**config.mk**
```make
export PLATFORM = sky130hd
export DESIGN_NAME = ctrl_wave_panel_multi_flat
export DESIGN_NICKNAME = d
export VERILOG_FILES = /design/src/rtl/ctrl_wave_panel_multi_if.sv /design/src/rtl/ctrl_wave_panel_multi.sv /design/src/flat_wrapper.sv
export SDC_FILE = /design/constraint.sdc
export NUM_CORES = 1
export LEC_CHECK = 0
export CAP_MARGIN = 40
export CORE_MARGIN = 3
export CORE_UTILIZATION = 25
export CTS_CLUSTER_SIZE = 10
export DETAILED_ROUTE_END_ITERATION = 6
export PLACE_DENSITY = 0.4
export SETUP_SLACK_MARGIN = 0.05
export SYNTH_ARGS = -nofsm -noshare
export SYNTH_HDL_FRONTEND = slang
export SYNTH_SLANG_ARGS = --single-unit
```
**constraint.sdc**
```tcl
create_clock -name i_clk -period 5.45 [get_ports i_clk]
set_input_delay 1.09 -clock i_clk [delete_from_list [all_inputs] [get_ports i_clk]]
set_output_delay 1.09 -clock i_clk [all_outputs]
set_load 0.05 [all_outputs]
```
**src/rtl/ctrl_wave_panel_multi_if.sv**
```systemverilog
// ctrl_wave_panel_multi_if
// Bundles the board keys, channel select and lock inputs with the per-channel
// gain/phase outputs, field/step status, display value and change pulse.
//   master : panel driver side (drives keys, channel select, lock)
//   slave  : the panel controller (drives settings and display outputs)
// Parameters must match those of the controller instance.
interface ctrl_wave_panel_multi_if #(
  parameter int NUM_CH     = 2,
  parameter int SIZE_GAIN  = 4,
  parameter int SIZE_PHASE = 10,
  parameter int CH_W       = (NUM_CH > 1) ? $clog2(NUM_CH) : 1
);
  logic [3:0]                   i_btn;
  logic [CH_W-1:0]              i_ch_sel;
  logic                         i_lock;
  logic [NUM_CH*SIZE_GAIN-1:0]  o_gain;
  logic [NUM_CH*SIZE_PHASE-1:0] o_phase_step;
  logic                         o_field;
  logic [1:0]                   o_step_idx;
  logic [SIZE_PHASE:0]          o_disp_value;
  logic                         o_evt;

  modport master (
    output i_btn, i_ch_sel, i_lock,
    input  o_gain, o_phase_step, o_field, o_step_idx, o_disp_value, o_evt
  );

  modport slave (
    input  i_btn, i_ch_sel, i_lock,
    output o_gain, o_phase_step, o_field, o_step_idx, o_disp_value, o_evt
  );
endinterface

```
**src/rtl/ctrl_wave_panel_multi.sv**
```systemverilog
// ctrl_wave_panel_multi
// Front-panel controller for the waveform generator: NUM_CH channels, each
// with a signed gain and an unsigned NCO phase step, edited from four
// active-low board keys with auto-repeat on the inc/dec keys.
// Ports:
//   i_clk, i_rst_n : system clock, asynchronous active-low reset
//   bus (slave)    : i_btn[0] step cycle, [1] field toggle, [2] inc, [3] dec;
//                    i_ch_sel, i_lock; o_gain / o_phase_step (channel 0 in
//                    LSBs), o_field, o_step_idx, o_disp_value, o_evt
// Build option: define PANEL_WRAP_EN to wrap values at the range limits
// instead of saturating (o_evt then pulses on every applied adjust).
//
// Repeat FSM states:
//   state  | meaning
//   R_IDLE | no adjust key held alone; waits for an inc or dec press
//   R_WAIT | key held, counting HOLD_CYC before auto-repeat starts
//   R_REP  | auto-repeating, one adjust every REPEAT_CYC cycles
module ctrl_wave_panel_multi #(
  parameter int NUM_CH     = 2,
  parameter int SIZE_GAIN  = 4,
  parameter int SIZE_PHASE = 10,
  parameter int GAIN_MAX   = 7,
  parameter int GAIN_MIN   = -8,
  parameter int HOLD_CYC   = 25000000,
  parameter int REPEAT_CYC = 5000000
) (
  input logic                    i_clk,
  input logic                    i_rst_n,
  ctrl_wave_panel_multi_if.slave bus
);
  localparam int CH_W    = (NUM_CH > 1) ? $clog2(NUM_CH) : 1;
  localparam int CNT_MAX = (HOLD_CYC > REPEAT_CYC) ? HOLD_CYC : REPEAT_CYC;
  localparam int CNT_W   = $clog2(CNT_MAX) + 1;
  localparam int GW      = SIZE_GAIN + 5;
  localparam int PW      = SIZE_PHASE + 6;

  localparam logic signed [GW-1:0] G_HI  = GW'(GAIN_MAX);
  localparam logic signed [GW-1:0] G_LO  = GW'(GAIN_MIN);
  localparam logic signed [GW-1:0] G_ONE = GW'(1);
  localparam logic signed [PW-1:0] P_HI  = PW'((2 ** SIZE_PHASE) - 1);
  localparam logic signed [PW-1:0] P_LO  = PW'(1);
  localparam logic [CNT_W-1:0] HOLD_TC   = CNT_W'(HOLD_CYC - 1);
  localparam logic [CNT_W-1:0] REP_TC    = CNT_W'(REPEAT_CYC - 1);
  localparam logic [CH_W:0]    NUM_CH_L  = (CH_W + 1)'(NUM_CH);

  typedef enum logic [1:0] {R_IDLE, R_WAIT, R_REP} rep_state_t;

  // key synchronisers; reset to "released"
  logic [3:0] sync1, sync2, sync3;
  logic [3:0] press, held;

  always_ff @(posedge i_clk or negedge i_rst_n) begin
    if (!i_rst_n) begin
      sync1 <= 4'hF;
      sync2 <= 4'hF;
      sync3 <= 4'hF;
    end else begin
      sync1 <= bus.i_btn;
      sync2 <= sync1;
      sync3 <= sync2;
    end
  end

  assign press = sync3 & ~sync2;
  assign held  = ~sync2;

  // repeat FSM
  rep_state_t       state_r, state_nx;
  logic [CNT_W-1:0] cnt_r;
  logic             dir_up_r;
  logic             both_held, start, stop;
  logic             adj_evt, adj_up, cnt_clr, cnt_run, dir_load;

  assign both_held = held[2] & held[3];
  // simultaneous inc/dec presses land in both_held and are dropped
  assign start     = ~both_held & (press[2] ^ press[3]);
  assign stop      = both_held | ~(dir_up_r ? held[2] : held[3]);

  always_ff @(posedge i_clk or negedge i_rst_n) begin
    if (!i_rst_n) state_r <= R_IDLE;
    else          state_r <= state_nx;
  end

  always_comb begin
    state_nx = state_r;
    case (state_r)
      R_IDLE:  if (start) state_nx = R_WAIT;
      R_WAIT: begin
        if (stop)                  state_nx = R_IDLE;
        else if (cnt_r == HOLD_TC) state_nx = R_REP;
      end
      R_REP:   if (stop) state_nx = R_IDLE;
      default: state_nx = R_IDLE;
    endcase
  end

  always_comb begin
    adj_evt  = 1'b0;
    adj_up   = dir_up_r;
    cnt_clr  = 1'b0;
    cnt_run  = 1'b0;
    dir_load = 1'b0;
    case (state_r)
      R_IDLE: begin
        if (start) begin
          adj_evt  = 1'b1;
          adj_up   = press[2];
          cnt_clr  = 1'b1;
          dir_load = 1'b1;
        end
      end
      R_WAIT: begin
        if (!stop) begin
          if (cnt_r == HOLD_TC) begin
            adj_evt = 1'b1;
            cnt_clr = 1'b1;
          end else begin
            cnt_run = 1'b1;
          end
        end
      end
      R_REP: begin
        if (!stop) begin
          if (cnt_r == REP_TC) begin
            adj_evt = 1'b1;
            cnt_clr = 1'b1;
          end else begin
            cnt_run = 1'b1;
          end
        end
      end
      default: ;
    endcase
  end

  always_ff @(posedge i_clk or negedge i_rst_n) begin
    if (!i_rst_n) begin
      cnt_r    <= '0;
      dir_up_r <= 1'b0;
    end else begin
      if (cnt_clr)      cnt_r <= '0;
      else if (cnt_run) cnt_r <= cnt_r + CNT_W'(1);
      if (dir_load)     dir_up_r <= press[2];
    end
  end

  // settings
  logic signed [SIZE_GAIN-1:0] gain_r  [NUM_CH];
  logic [SIZE_PHASE-1:0]       phase_r [NUM_CH];
  logic                        field_r;
  logic [1:0]                  step_idx_r;
  logic [SIZE_PHASE:0]         disp_r;
  logic                        evt_r;

  logic                        ch_ok;
  logic [CH_W-1:0]             ch_idx;
  logic signed [SIZE_GAIN-1:0] gain_cur, gain_new;
  logic [SIZE_PHASE-1:0]       phase_cur, phase_new;
  logic [4:0]                  step_val;
  logic signed [GW-1:0]        g_cur, g_step, g_sum, g_res;
  logic signed [PW-1:0]        p_cur, p_step, p_sum, p_res;
  logic                        adj_ok, gain_we, phase_we, step_we, field_we;
  logic                        gain_chg, phase_chg, evt_nx;

  assign ch_ok     = {1'b0, bus.i_ch_sel} < NUM_CH_L;
  assign ch_idx    = ch_ok ? bus.i_ch_sel : '0;
  assign gain_cur  = gain_r[ch_idx];
  assign phase_cur = phase_r[ch_idx];

  always_comb begin
    case (step_idx_r)
      2'd1:    step_val = 5'd4;
      2'd2:    step_val = 5'd16;
      default: step_val = 5'd1;
    endcase
  end

  always_comb begin
    g_cur  = GW'(gain_cur);
    g_step = $signed(GW'(step_val));
    g_sum  = adj_up ? (g_cur + g_step) : (g_cur - g_step);
`ifdef PANEL_WRAP_EN
    if (g_sum > G_HI)      g_res = g_sum - G_HI + G_LO - G_ONE;
    else if (g_sum < G_LO) g_res = g_sum - G_LO + G_HI + G_ONE;
    else                   g_res = g_sum;
`else
    if (g_sum > G_HI)      g_res = G_HI;
    else if (g_sum < G_LO) g_res = G_LO;
    else                   g_res = g_sum;
`endif
    gain_new = g_res[SIZE_GAIN-1:0];
  end

  // phase lives in [1, 2^SIZE_PHASE-1]; zero is never stored
  always_comb begin
    p_cur  = $signed(PW'(phase_cur));
    p_step = $signed(PW'(step_val));
    p_sum  = adj_up ? (p_cur + p_step) : (p_cur - p_step);
`ifdef PANEL_WRAP_EN
    if (p_sum > P_HI)      p_res = p_sum - P_HI;
    else if (p_sum < P_LO) p_res = p_sum + P_HI;
    else                   p_res = p_sum;
`else
    if (p_sum > P_HI)      p_res = P_HI;
    else if (p_sum < P_LO) p_res = P_LO;
    else                   p_res = p_sum;
`endif
    phase_new = p_res[SIZE_PHASE-1:0];
  end

  assign adj_ok    = adj_evt & ~bus.i_lock & ch_ok;
  assign gain_we   = adj_ok & ~field_r;
  assign phase_we  = adj_ok & field_r;
  assign step_we   = press[0] & ~bus.i_lock;
  assign field_we  = press[1] & ~bus.i_lock;
  assign gain_chg  = gain_new != gain_cur;
  assign phase_chg = phase_new != phase_cur;

`ifdef PANEL_WRAP_EN
  assign evt_nx = adj_ok | step_we | field_we;
`else
  assign evt_nx = (gain_we & gain_chg) | (phase_we & phase_chg) | step_we | field_we;
`endif

  always_ff @(posedge i_clk or negedge i_rst_n) begin
    if (!i_rst_n) begin
      for (int c = 0; c < NUM_CH; c++) begin
        gain_r[c]  <= SIZE_GAIN'(1);
        phase_r[c] <= SIZE_PHASE'(1);
      end
      field_r    <= 1'b0;
      step_idx_r <= 2'd0;
      disp_r     <= (SIZE_PHASE + 1)'(1);
      evt_r      <= 1'b0;
    end else begin
      for (int c = 0; c < NUM_CH; c++) begin
        if (gain_we && ch_idx == CH_W'(c))  gain_r[c]  <= gain_new;
        if (phase_we && ch_idx == CH_W'(c)) phase_r[c] <= phase_new;
      end
      if (field_we) field_r <= ~field_r;
      if (step_we)  step_idx_r <= (step_idx_r == 2'd2) ? 2'd0 : step_idx_r + 2'd1;
      // display follows stored settings one cycle later; holds on bad channel
      if (ch_ok) disp_r <= field_r ? (SIZE_PHASE + 1)'(phase_cur)
                                   : (SIZE_PHASE + 1)'(gain_cur);
      evt_r <= evt_nx;
    end
  end

  logic [NUM_CH*SIZE_GAIN-1:0]  gain_pk;
  logic [NUM_CH*SIZE_PHASE-1:0] phase_pk;

  always_comb begin
    gain_pk  = '0;
    phase_pk = '0;
    for (int c = 0; c < NUM_CH; c++) begin
      gain_pk[c*SIZE_GAIN +: SIZE_GAIN]    = gain_r[c];
      phase_pk[c*SIZE_PHASE +: SIZE_PHASE] = phase_r[c];
    end
  end

  assign bus.o_gain       = gain_pk;
  assign bus.o_phase_step = phase_pk;
  assign bus.o_field      = field_r;
  assign bus.o_step_idx   = step_idx_r;
  assign bus.o_disp_value = disp_r;
  assign bus.o_evt        = evt_r;
endmodule

```
**src/flat_wrapper.sv**
```systemverilog
// flat-port wrapper written by rule: the top's interface ports become plain ports
module ctrl_wave_panel_multi_flat 
#(
  parameter int NUM_CH     = 2,
  parameter int SIZE_GAIN  = 4,
  parameter int SIZE_PHASE = 10,
  parameter int GAIN_MAX   = 7,
  parameter int GAIN_MIN   = -8,
  parameter int HOLD_CYC   = 25000000,
  parameter int REPEAT_CYC = 5000000
)
  (i_clk, i_rst_n, bus_i_btn, bus_i_ch_sel, bus_i_lock, bus_o_gain, bus_o_phase_step, bus_o_field, bus_o_step_idx, bus_o_disp_value, bus_o_evt);
  ctrl_wave_panel_multi_if #(.NUM_CH(NUM_CH), .SIZE_GAIN(SIZE_GAIN), .SIZE_PHASE(SIZE_PHASE)) bus_i ();
  input logic i_clk;
  input logic i_rst_n;
  input wire logic [$bits(bus_i.i_btn)-1:0] bus_i_btn;
  input wire logic [$bits(bus_i.i_ch_sel)-1:0] bus_i_ch_sel;
  input wire logic [$bits(bus_i.i_lock)-1:0] bus_i_lock;
  output wire logic [$bits(bus_i.o_gain)-1:0] bus_o_gain;
  output wire logic [$bits(bus_i.o_phase_step)-1:0] bus_o_phase_step;
  output wire logic [$bits(bus_i.o_field)-1:0] bus_o_field;
  output wire logic [$bits(bus_i.o_step_idx)-1:0] bus_o_step_idx;
  output wire logic [$bits(bus_i.o_disp_value)-1:0] bus_o_disp_value;
  output wire logic [$bits(bus_i.o_evt)-1:0] bus_o_evt;
  assign bus_i.i_btn = bus_i_btn;
  assign bus_i.i_ch_sel = bus_i_ch_sel;
  assign bus_i.i_lock = bus_i_lock;
  assign bus_o_gain = bus_i.o_gain;
  assign bus_o_phase_step = bus_i.o_phase_step;
  assign bus_o_field = bus_i.o_field;
  assign bus_o_step_idx = bus_i.o_step_idx;
  assign bus_o_disp_value = bus_i.o_disp_value;
  assign bus_o_evt = bus_i.o_evt;
  ctrl_wave_panel_multi #(.NUM_CH(NUM_CH), .SIZE_GAIN(SIZE_GAIN), .SIZE_PHASE(SIZE_PHASE), .GAIN_MAX(GAIN_MAX), .GAIN_MIN(GAIN_MIN), .HOLD_CYC(HOLD_CYC), .REPEAT_CYC(REPEAT_CYC)) u_core (.i_clk(i_clk), .i_rst_n(i_rst_n), .bus(bus_i));
endmodule
```
Word level (Yosys, flattened, before mapping)
Cells that the tools add are included.

Register bits: 84. Bits of input ports: 8. Output and inout port bits: 43. Logic and storage cells: 102.

$add $sub $neg: 6. Order comparisons: 5. Eq/ne operators: 11. Mux-type cells: 37. Bitwise operators: 22. Reductions and logical operators: 7.

Operators with widths (number): two-way mux 26 bit (2); two-way mux 10 bit (5); adder 26 x 1 -> 26 bit (second input constant) (1); == test 26 x 23 -> 1 bit (second input constant) (1); == test 26 x 25 -> 1 bit (second input constant) (1); two-way mux 4 bit (5); > comparator 16 x 11 -> 1 bit (second input constant) (1); less-than comparator 16 x 2 -> 1 bit (second input constant) (1); two-way mux 16 bit (1); two-way mux 1 bit (13); adder 10 x 5 -> 11 bit (1); two-way mux 11 bit (1); subtractor 10 x 5 -> 11 bit (1); two-way mux 2 bit (5); != test 10 bit (1); one-hot mux 5 bit (2 select lines) (1); bitwise AND 1 bit (9); > comparator 9 x 4 -> 1 bit (second input constant) (1); less-than comparator 9 x 4 -> 1 bit (second input constant) (1); two-way mux 9 bit (1); adder 4 x 6 -> 7 bit (1); subtractor 4 x 6 -> 7 bit (1); one-hot mux 2 bit (3 select lines) (1); inverter 1 bit (5); other kinds (18) (27).

Longest topological paths before layout
Depth after elaboration: 15. Mapped depth: 19. Mapped depth without buffers: 17.

Worst setup path before layout
No wires, ideal clock.

Path kind: input port to flip-flop. From: input port bus_i_ch_sel. To: register u_core.evt_r (netlist: u_core.bus.o_evt). Setup time: 124 ps. Data arrival time: 4127 ps. Data required time: 5326 ps. Setup slack: 1199 ps. Stages on the path: 15. Buffers on the path: 3. Cells stage by stage: buf_6 buf_6 buf_2 mux2i_1 inv_1 ha_1 a211oi_1 or4b_2 nand3_1 a31oi_1 a21o_1 mux2i_1 and3_1 a221oi_1 a211o_1.

Word-level cells in the longest chain between the ends: 14. Elaborated cells on any way between the ends: 28. Classes of those cells: add/sub (4); order compare (4); eq/ne (2); mux (12); bitwise (6).

Ends and longest elaborated chain: from (decl) (RTL line flat_wrapper.sv:17) `input wire logic [$bits(bus_i.i_ch_sel)-1:0] bus_i_ch_sel;`; inverter 1 -> 2 bit (implied by the code) (*) (RTL line ctrl_wave_panel_multi.sv:167, ctrl_wave_panel_multi.sv:168); two-way mux 10 bit (implied by the code) / two-way mux 4 bit (equally long branches) (3 in series) (RTL line ctrl_wave_panel_multi.sv:168, ctrl_wave_panel_multi.sv:167); subtractor 10 x 5 -> 11 bit, or another cell as far along (RTL line ctrl_wave_panel_multi.sv:198) `p_sum = adj_up ? (p_cur + p_step) : (p_cur - p_step);`; two-way mux 16 bit / two-way mux 9 bit (equally long branches) (RTL line ctrl_wave_panel_multi.sv:198, ctrl_wave_panel_multi.sv:181); less-than comparator 16 x 2 -> 1 bit / less-than comparator 9 x 4 -> 1 bit (equally long branches) (RTL line ctrl_wave_panel_multi.sv:205, ctrl_wave_panel_multi.sv:188); two-way mux 10 bit / two-way mux 4 bit (equally long branches) (RTL line ctrl_wave_panel_multi.sv:205, ctrl_wave_panel_multi.sv:188); two-way mux 10 bit / two-way mux 4 bit (equally long branches) (RTL line ctrl_wave_panel_multi.sv:204, ctrl_wave_panel_multi.sv:187); != test 10 bit / != test 4 bit (equally long branches) (RTL line ctrl_wave_panel_multi.sv:217, ctrl_wave_panel_multi.sv:216); bitwise AND 1 bit (RTL line ctrl_wave_panel_multi.sv:222) `assign evt_nx = (gain_we & gain_chg) | (phase_we & phase_chg) | step_we | field_we;`; OR 1 bit (*) (3 in series) (RTL line ctrl_wave_panel_multi.sv:222); named net u_core.evt_nx (RTL line ctrl_wave_panel_multi.sv:163) `logic gain_chg, phase_chg, evt_nx;`; to (signal assigned) (RTL line ctrl_wave_panel_multi.sv:245) `evt_r <= evt_nx;`; to (decl) (RTL line ctrl_wave_panel_multi.sv:153) `logic evt_r;`.

The timed path passes the listed nets; every way through them passes the cells marked *. The select of a mux whose other input is x is not followed. A chain may end at the register's enable or synchronous reset.

Final worst setup path
From: register u_core.state_r[0]. To: register u_core.evt_r (netlist: u_core.bus.o_evt).

Word-level cells in the longest chain between the ends: 11. Elaborated cells on any way between the ends: 25. Classes of those cells: order compare (4); eq/ne (4); mux (8); bitwise (8); reduce/logical (1).

Ends and longest elaborated chain: from (decl) (RTL line ctrl_wave_panel_multi.sv:68) `rep_state_t state_r, state_nx;`; from (signal assigned) (RTL line ctrl_wave_panel_multi.sv:81) `else state_r <= state_nx;`; zero test 2 bit (RTL line ctrl_wave_panel_multi.sv:103) `case (state_r)`; two-way mux 1 bit (RTL line ctrl_wave_panel_multi.sv:103); two-way mux 16 bit / two-way mux 9 bit (equally long branches) (RTL line ctrl_wave_panel_multi.sv:198, ctrl_wave_panel_multi.sv:181); less-than comparator 16 x 2 -> 1 bit / less-than comparator 9 x 4 -> 1 bit (equally long branches) (RTL line ctrl_wave_panel_multi.sv:205, ctrl_wave_panel_multi.sv:188); two-way mux 10 bit / two-way mux 4 bit (equally long branches) (RTL line ctrl_wave_panel_multi.sv:205, ctrl_wave_panel_multi.sv:188); two-way mux 10 bit / two-way mux 4 bit (equally long branches) (RTL line ctrl_wave_panel_multi.sv:204, ctrl_wave_panel_multi.sv:187); != test 10 bit / != test 4 bit (equally long branches) (RTL line ctrl_wave_panel_multi.sv:217, ctrl_wave_panel_multi.sv:216); bitwise AND 1 bit (RTL line ctrl_wave_panel_multi.sv:222); OR 1 bit (*) (3 in series) (RTL line ctrl_wave_panel_multi.sv:222); named net u_core.evt_nx (RTL line ctrl_wave_panel_multi.sv:163).

The timed path passes the listed nets; every way through them passes the cells marked *.

==> results.cfg <==
[critical_path]
cpLargestDelayFamily = compound AO/OA/AOI/OAI gates
crit_start = u_core.state_r[0]
r2r_end = u_core.bus.o_evt
cp.arrival_ps = 4700
critical_path.endpoint_type = flip-flop
cp-start-kind = flip-flop
crit_path_max_incr_delay_ps = 620
crit_type = reg -> reg
r2r_slack_ps = 1040
path_buf_inv = 2
crit_fanout = 17
required_ps = 5740
reg2regPathDepth = 17
path_cells = inv_1, ha_1, and4b_1, a211o_1, inv_12, nand2_1, o21ai_0, ha_1, o21ai_0, or4b_2, nand3_1, a31oi_1, o22ai_1, mux2i_1, and3_1, a221oi_1, a211o_1
regToRegStartpoint = u_core.state_r[0]
slowest_stage = or4b_2

[global_route]
gr-total-overflow = 0
grt_max_degree = 49
antenna_found_initial = 0
grt_pass1_vias = 4102
grt_pass1_wl_um = 22800
grtUsageTotal_pct = 12.9

[cts]
post-cts-setup-buffers = 0
cts_tree = built
clk_pin_slew_ps = 70
cts_buffers = 9
insertion_delay_ps = 350
clock-sinks = 84
ctsHoldBuffers = 0
cts.path.max_buffers = 2
htree_levels = 3
cts_resized = 0
root_buffer = clkbuf_16

[logic_synthesis]
synthArstFlopShare_pct = 100
ys_types = 79
synth_ff_type = dfrtp_1
synth_cells = 541
yosysSeqAreaShare_pct = 40.2
synth_fp_nets = 575
ys_ff_latch = 84
synth_area_mm2 = 0.00528
syn_avg_cell_area_um2 = 9.76
ys_warn_count = 0
synth_edf_count = 0

[floorplan]
die_w_um = 151
initial_core_util_pct = 25.8
num_rows = 52
core_mm2 = 0.0205
chipHeight_um = 151
die_area_mm2 = 0.0229
ios = 51

[finish]
nNetsFinal = 625
final_cell_mix = 67 x dfrtp_1, 61 x nor2_1, 48 x clkdlybuf4s50_1
fill_cells = 2167
drive_above_1_share_pct = 14.1
layout_commonest_cell = dfrtp_1
antennaDiodeCount = 0
syn_to_final_growth_pct = 20.8
finish.instance_area_mm2 = 0.00638
layoutNonFillerInstCount = 865

[outcome]
outcome = complete, no violations

[sta]
relSlewSlack_pct = 49.1
max_freq_ghz = 0.227
final_max_slew_viol_count = 0
post-route-period-util_pct = 81.0
fin_ws_ps = 1040
hold_ws_ps = 355
min_period_ps = 4410
rsz0062_at_grt = false
setup_viol = 0
setup-tns-final_ps = 0
hold_viol_final = 0
fin_skew_ps = 11.0
worst_slew_pin_slew_ps = 742

[hold_path]
min_path_cells = 0
worst_hold_startpoint = u_core.sync1[2]
hold_path_class = reg -> reg
holdPathEnd = u_core.sync2[2]

[routing]
drt-initial-drc-count = 184
ant_nets = 0
vias = 4183
wl_per_cell_um = 16.6
finalWirelength_um = 14400
drcViolationCount = 0
firstDrtPassIters = 4
viasPerCell = 4.84

[placement]
dpl_cell_area_mm2 = 0.00607
dp_slack_ps = 764
port-buffer-count = 50
place_hpwl_um = 10500
placedCellCount = 850
gp_congestion = 0.851

[power_and_ir_drop]
vdd_drop_max_uv = 159
power.leakage_nw = 2.75
power_per_cell_area_mw_per_mm2 = 614

[run]
cap_violations = 0
-- where the power goes --
part | switching (mW) | total (mW) | leakage (nW) | internal, mW
registers | 0.164 | 0.954 | 1.07 | 0.790
clock network | 0.248 | 0.661 | 0.150 | 0.412
logic | 1.47 | 2.30 | 1.53 | 0.831
-- how the worst max path moves through the flow --
stage	to	slack (ps)	cells after the start
4_1_cts	u_core.bus.o_evt	980	17
2_1_floorplan	u_core.bus.o_evt	1200	15
3_3_place_gp	u_core.bus.o_evt	810	13
6_report	u_core.bus.o_evt	1040	17
3_5_place_dp	u_core.bus.o_evt	760	12
5_1_grt	u_core.bus.o_evt	630	16
-- state kept, by name, indices dropped and copies added (netlist names) --
signal                   flops
u_core.state_r               2
u_core.bus.o_step_idx        2
u_core.cnt_r                26
u_core.dir_up_r              1
u_core.bus.o_gain            8
u_core.bus.o_evt             1
u_core.bus.o_field           1
u_core.sync1                 4
u_core.bus.o_disp_value     11
u_core.sync3                 4
u_core.bus.o_phase_step     20
u_core.sync2                 4
-- metrics by stage --
step / utilization, % / total power [mW]
4_1_cts: 31.1 / 3.96
3_5_place_dp: 29.6 / 3.27
2_1_floorplan: - / 2.57
6_report: 31.1 / 3.92
5_1_grt: 31.1 / 4.20
3_3_place_gp: 29.6 / 3.28
-- metal layers --
metal	vias to the layer above	share of wire (%)	GRT usage [%]
li1	2050	-	-
met5	-	0	0
met2	73	48	21.1
met1	2047	46	17.0
met4	0	1.4	3.26
met3	13	4.4	3.38
-- synth_stat cells (3+ instances only) --
cell type  number  area (µm²)
o22ai_1         3        18.8
dfstp_2        17         447
buf_6           3        33.8
xnor2_1         7        61.3
o31ai_1         3        22.5
ha_1           25         313
inv_1          21        78.8
o31a_1          3        26.3
nor3_1          7        35.0
mux2_2         23         259
nor4_1          3        18.8
nand3b_1        5        37.5
mux2i_1        14         140
mux2_1          3        33.8
a21oi_1        32         160
a211oi_1        3        22.5
nand2_1        31         116
or3_1           8        50.1
o32ai_1         3        26.3
nor2_1         61         229
nand3_1        16        80.1
nand4_1        11        68.8
a31oi_1         4        25.0
buf_2           4        20.0
clkbuf_1       10        37.5
dfrtp_1        67        1680
o21ai_0        27         135
nor2b_1         7        43.8
and2_1          5        31.3
o21a_1          3        22.5
nand2b_1        7        43.8
buf_4           3        22.5
xor2_1         29         254
o211ai_1        3        22.5
and3_1         10        62.6
-- layout make-up --
type,count,area [µm²],area share (%)
multi-input cells,414,2950,46.2
flip-flops and latches,84,2120,33.3
repair buffers,59,561,8.79
well taps,270,338,5.30
clock buffers,13,250,3.92
inverters,23,98.8,1.55
clock inverters,2,60.1,0.942
-- cell families after synthesis --
family                   Yosys count  share of synthesized area [%]
AO/OA/AOI/OAI                    115                           14.5
XOR/XNOR                          36                           5.97
adder cells (fa/ha/maj)           26                           6.30
buffers and inverters             43                           4.03
flip-flops                        84                           40.2
multiplexers                      43                           9.17
AND/OR/NAND/NOR                  194                           19.9
-- worst register-to-register path: cells and delay by family (launching register included) --
kind / cells / cell delay, ps
simple gates: 5 / 1380
buf+inv: 2 / 270
mux: 1 / 80
compound gates: 7 / 1650
flops: 1 / 400
fa+ha+maj: 2 / 600
Note: power is estimated with default switching activity, not from simulation.
